$ cat src/rtl/timer_scheduler.sv
// Round-robin time-sharing of a single interval timer among N_REQ requesters.
// Drives the timer's activate input and holds expiry until the owner acknowledges it.
module timer_scheduler #(
    parameter int N_REQ = 4,
    parameter int OW    = $clog2(N_REQ)
) (
    input  logic             clock,
    input  logic             reset,
    input  logic [N_REQ-1:0] req,
    input  logic [N_REQ-1:0] ack,
    input  logic             timer_done,
    output logic [N_REQ-1:0] grant,
    output logic [N_REQ-1:0] expired,
    output logic             timer_activate,
    output logic             busy,
    output logic [OW-1:0]    owner
);

    localparam logic [1:0] IDLE    = 2'd0;
    localparam logic [1:0] RUN     = 2'd1;
    localparam logic [1:0] EXPIRED = 2'd2;
    localparam logic [1:0] RELEASE = 2'd3;

    logic [1:0]    state;
    logic [OW-1:0] ptr;
    logic [OW-1:0] next_owner;
    logic [OW-1:0] cand;
    logic          found;

    // Search starts one past the last owner and wraps, so a pending channel
    // is served before the previous owner gets the timer again.
    always_comb begin
        next_owner = owner;
        found      = 1'b0;
        cand       = '0;
        for (int i = 1; i <= N_REQ; i++) begin
            cand = OW'((int'(ptr) + i) % N_REQ);
            if (!found && req[cand]) begin
                next_owner = cand;
                found      = 1'b1;
            end
        end
    end

    always_ff @(posedge clock) begin
        if (reset) begin
            state <= IDLE;
            ptr   <= OW'(N_REQ - 1);
            owner <= '0;
        end else begin
            case (state)
                IDLE: begin
                    if (found) begin
                        state <= RUN;
                        owner <= next_owner;
                    end
                end
                RUN: begin
                    // A cancel outranks a completion seen on the same edge.
                    if (!req[owner]) begin
                        state <= RELEASE;
                    end else if (timer_done) begin
                        state <= EXPIRED;
                    end
                end
                EXPIRED: begin
                    if (ack[owner] || !req[owner]) begin
                        state <= RELEASE;
                    end
                end
                RELEASE: begin
                    state <= IDLE;
                    ptr   <= owner;
                end
                default: begin
                    state <= IDLE;
                end
            endcase
        end
    end

    // Activate stays high through EXPIRED so the timer keeps its done flag
    // until the owner has consumed it; RELEASE and IDLE give the clear gap.
    always_comb begin
        grant          = '0;
        expired        = '0;
        timer_activate = 1'b0;
        busy           = (state != IDLE);
        if (state == RUN || state == EXPIRED) begin
            grant[owner]   = 1'b1;
            timer_activate = 1'b1;
        end
        if (state == EXPIRED) begin
            expired[owner] = 1'b1;
        end
    end

endmodule

$ cat config.mk
export PLATFORM = sky130hd
export DESIGN_NAME = timer_scheduler
export DESIGN_NICKNAME = d
export VERILOG_FILES = /design/src/rtl/timer_scheduler.sv
export SDC_FILE = /design/constraint.sdc
export NUM_CORES = 1
export LEC_CHECK = 0
export ABC_AREA = 1
export BUFFER_PORTS_ARGS = -buffer_cell sky130_fd_sc_hd__buf_4
export CAP_MARGIN = 0
export CORE_MARGIN = 8
export CORE_UTILIZATION = 55
export CTS_BUF_LIST = sky130_fd_sc_hd__clkbuf_4 sky130_fd_sc_hd__clkbuf_8 sky130_fd_sc_hd__clkbuf_16
export CTS_CLUSTER_SIZE = 25
export DETAILED_ROUTE_END_ITERATION = 12
export MAX_ROUTING_LAYER = met4
export PLACE_DENSITY = 0.83
export SYNTH_ARGS = -nofsm -noshare
export SYNTH_HDL_FRONTEND = slang
export SYNTH_SLANG_ARGS = --single-unit
$ cat constraint.sdc
create_clock -name clock -period 4.3 [get_ports clock]
set_input_delay 0.645 -clock clock [delete_from_list [all_inputs] [get_ports clock]]
set_output_delay 0.645 -clock clock [all_outputs]
set_load 0.02 [all_outputs]
# After elaboration in Yosys (flattened, before gate mapping)
# Index checks and enable logic that the tools add are counted.
[totals]
register_bits = 6
latch_bits = 0
ramBits = 0
mem_bits_ro = 0
input_bits = 11
output_inout_bits = 12
elab_cells = 64
memories = 0
[classes]
addsub = 4
mul = 0
n_div = 0
order_cmp = 6
eq_ne = 6
n_shift = 0
n_mux = 30
n_bitwise = 0
n_reduce_logical = 15
[ops]
columns = ["operator", "n"]
rows = [
  ["$mux W2", 8],
  ["$lt A2 B3 Y1 const B", 5],
  ["$bmux W1 S2", 6],
  ["$mux W1", 12],
  ["$mux W4", 2],
  ["$pmux W2 S4", 1],
  ["$reduce_and A3 Y1", 2],
  ["$add A2 B1 Y2 const B", 2],
  ["$add A2 B2 Y2 const B", 2],
  ["$eq A2 B2 Y1 const B", 2],
  ["$logic_and A1 B1 Y1", 4],
  ["$logic_not A1 Y1", 4],
  ["$ne A2 B2 Y1 const B", 2],
  ["$reduce_bool A4 Y1", 1],
  ["$ne A3 B3 Y1 const B", 1],
  ["$demux W1 S2", 1],
  ["$eq A2 B1 Y1 const B", 1],
  ["$ge A2 B1 Y1 const B", 1],
  ["$logic_not A2 Y1", 1],
  ["$logic_or A1 B1 Y1", 2],
  ["$reduce_bool A2 Y1", 1],
]

# Longest topological paths before layout
[logic_depth]
depth_word = 15
ltp_mapped = 14
ltp_nobuf = 12

# Least setup slack after synthesis
# OpenSTA, ideal clock, no wires.
[synth_timing]
path_type = "flip-flop to output port"
from = "register state[0]"
to = "output port grant[0]"
arrival_ns = 1.277
t_required_ns = 3.655
path_slack_ns = 2.378
stages_incl_launch_ff = 5
path_buffers = 0
cell_sequence = "dfxtp_1 -> inv_1 -> ha_1 -> inv_1 -> nor2_1"
[synth_via]
elab_chain_cells = 3
word_cells_on_any_way = 4
classes_between = "eq/ne (2); mux (1); reduce/logical (1)"
[synth_rtl]
columns = ["item", "line", "text"]
rows = [
  ["from (decl)", "24", "logic [1:0] state;"],
  ["from (signal assigned)", "47", "state <= IDLE;"],
  ["from (signal assigned)", "54", "state <= RUN;"],
  ["from (signal assigned)", "61", "state <= RELEASE;"],
  ["$eq A2 B1 Y1 / $eq A2 B2 Y1 (equally long branches)", "89", "if (state == RUN || state == EXPIRED) begin"],
  ["$logic_or A1 B1 Y1 *", "89", ""],
  ["$mux W4 *", "89", ""],
  ["to (decl)", "12", "output logic [N_REQ-1:0] grant,"],
]
# Mark *: on every way between the ends. The rest lies on a longest branch, timed or not.

# Worst setup path after layout
[layout_timing]
from = "register state[0]"
to = "output port grant[3]"
# Same word-level chain as after synthesis.

==> impl_results.md <==
* Crit. End Element: output pin
* Postcts setup bufs at 0
* Max-slew headroom at 0.7204
* Critical-path top delay cell: dfxtp_1
* EDFF count, synth at 0
* CP max stage delay at 0.40 ns
* Synth cell types at 24
* Hold buffer count at cts at 0
* Mapped Nets at roughly 150
* Worst IR Drop VDD at 393.6 uV
* Antenna Violating Nets Remaining at 0
* Vias in the first global route at slightly above 900
* Yosys top cell by area: nand2_1
* Dpl cells at between 150 and 200
* Top cells by area, synth: nand2_1 (18%), dfxtp_1 (14%), nand2_2 (10%)
* CP Buf/Inv Count at 3
* Initial antenna violation count at 0
* Syn Area/Cell at 6.138 sq um
* Tot Pwr at around 0.60 mW
* I/O Buffers at 22
* Post-cts resize count at 0
* Top-level port count at 23
* Mapped Area at 847.1 sq um
* Achievable clock frequency at slightly below 500 MHz
* Post-synth top cells: nand2_1 (40), nand3_1 (16), inv_1 (14), nand2_2 (14), nor2_1 (11)
* Drt total wl at about 2.0 mm
* Die Width at 55.25 um
* Filler Cells Inserted at between 100 and 150
* RePlAce Congestion at 0.8311
* Hold Path Class: flip-flop to flip-flop
* Setup skew after layout at 0.005924 ns
* Power Density at 587.7 mW/mm^2
* Post-Syn Instances at 138
* First-pass GRT wire length at 3.650 mm
* Fin. max-slew vios at 0
* Hold Slack at approximately 0.53 ns
* Critical Path AT at around 1.4 ns
* Cell family with most CP delay: flip-flops
* Clk_lat worst skew at 0.25 ns
* Number of cell rows at 14
* Cells along the critical path: inv_1, ha_1, inv_1, nor2_1, buf_4
* Final Hold Fails at 0
* Pre-CTS setup slack at 2.502 ns
* Ant. Diodes at 0
* Vias per inst at 5.143
* Async set-or-reset flop fraction in the synthesized netlist at 0
* Largest net degree at the start of global routing at 13
* Status: finished, final reports clean
* Crit share post-route at 0.4832
* Critical path type: flip-flop to output pin
* YS warnings at 0
* Layout cell share with drive strength beyond 1 at 0.3459
* RSZ-0062 raised after global routing: no
* Iter 0 DRT Violations at 24
* Die H at roughly 55 um
* P&R area growth vs syn at 19.79%
* Drt first pass iters at 4
* Crit path time final at 2.078 ns
* Leak at 0.5416 nW
* Top cell by count, worst path: inv_1
* Most frequent cell after synthesis: nand2_1
* Max FO, Critical Path at 5
* Clock buffer depth at 2
* Worst Tran Pin Value at 0.4188 ns
* Per-cell routed wire length at 11.67 um
* Vias at 900
* Max Cap Violations at 0
* Die area at 0.003052 sq mm
* Worst setup SP type: flip-flop
* Core Box Area at 0.001471 sq mm
* Gr usage total at 0.1414
* Final setup TNS at 0 ns
* GR Overflow Total at 0
* FF+latch area at between 100 and 150 sq um
* Main synth FF type: dfxtp_1
* Nets at 176
* Crit path setup slack, layout at 2.222 ns
* Synthesized flop and latch total at 6
* Multi-input gate area at 618.1 sq um
* CP required at 3.65 ns
* # setup viols final at 0
* Finished Layout Cells at between 150 and 200
* Sequential fraction of the synthesis area at 0.1418
* Initial Util at 0.5757
* CTS Buf Count at 3
* # DRC at 0
* Root buf cell: clkbuf_4
* CTS clk-pin slew, worst paths at around 0.050 ns
* Post-DP HPWL at around 1.7 mm
* Synth top area share at 0.1773
* Clk sinks at 6
* TritonCTS clock tree: yes
* H-tree depth at 1
report_power, final:
| group | internal, mW | switching (mW) | total, mW |
|---|---|---|---|
| registers | 0.0746 | 0.0409 | 0.115 |
| logic | 0.161 | 0.267 | 0.428 |
| clock network | 0.0316 | 0.0211 | 0.0527 |
| total | 0.267 | 0.329 | 0.596 |
path summary, 6_finish.rpt:
kind | from | slack, ns | cells after the start | endpoint
worst max register to register | ptr[0] | 2.64 | 10 | state[1]
worst min register to register | state[0] | 0.53 | 2 | state[0]
worst min-delay path | state[0] | 0.53 | 2 | state[0]
worst max-delay path | state[0] | 2.22 | 5 | grant[3]
cells in the final DEF (no fill, tap or decap):
cell       n
inv_6      1
nor2_1    11
nand3_2    2
clkbuf_4   3
a21oi_1    5
inv_2      2
o21ai_2    1
dfxtp_1    6
nand2_1   40
buf_4     22
a21oi_2    1
nor3_1     1
o22ai_1    1
nor2_4     2
nand4_1    1
nand2_4    7
inv_1     14
o21bai_1   1
ha_1       4
o21ai_0    4
nand2_2   14
nand3_1   16
area by class of cell:
| class | count | area share |
|---|---|---|
| tap | 16 | 0.01973 |
| multi-input combinational | 111 | 0.6091 |
| inverter | 17 | 0.06782 |
| clock buffer | 3 | 0.02219 |
| sequential | 6 | 0.1184 |
| timing repair buffer | 22 | 0.1628 |
cells by family after synthesis:
family                     count (synthesis)  synth area share
DFF                                        6            0.1418
AOI/OAI and AO/OA                         13           0.09011
and+or+nand+nor                           94            0.5805
buffers and inverters                     21            0.1285
adders and majority gates                  4           0.05909
tightest hold or removal path, delay by kind of cell (launching register included):
family           cells  cell delay (ns)
flip-flops           1             0.35
AND/OR/NAND/NOR      1             0.08
AO/OA/AOI/OAI        1             0.05
registers in the layout (all words and copies together) (netlist names):
signal / count
owner: 2
ptr: 2
state: 2
through the flow:
step                  util  cell area [sq um]
floorplan                -              847.1
global placement    0.6743              992.2
detailed placement  0.6743              992.2
CTS                 0.6896               1015
global route        0.6896               1015
finish              0.6896               1015
metal layers:
| metal | global-route usage | up-vias | wire (um) |
|---|---|---|---|
| li1 | - | 479 | - |
| met1 | 0.1495 | 404 | 899 |
| met2 | 0.2372 | 13 | 1071 |
| met3 | 0.02511 | 4 | 48 |
| met4 | 0.08803 | 0 | 23 |
| met5 | - | - | 0 |
No activity file was read; power rests on OpenSTA's default activity.
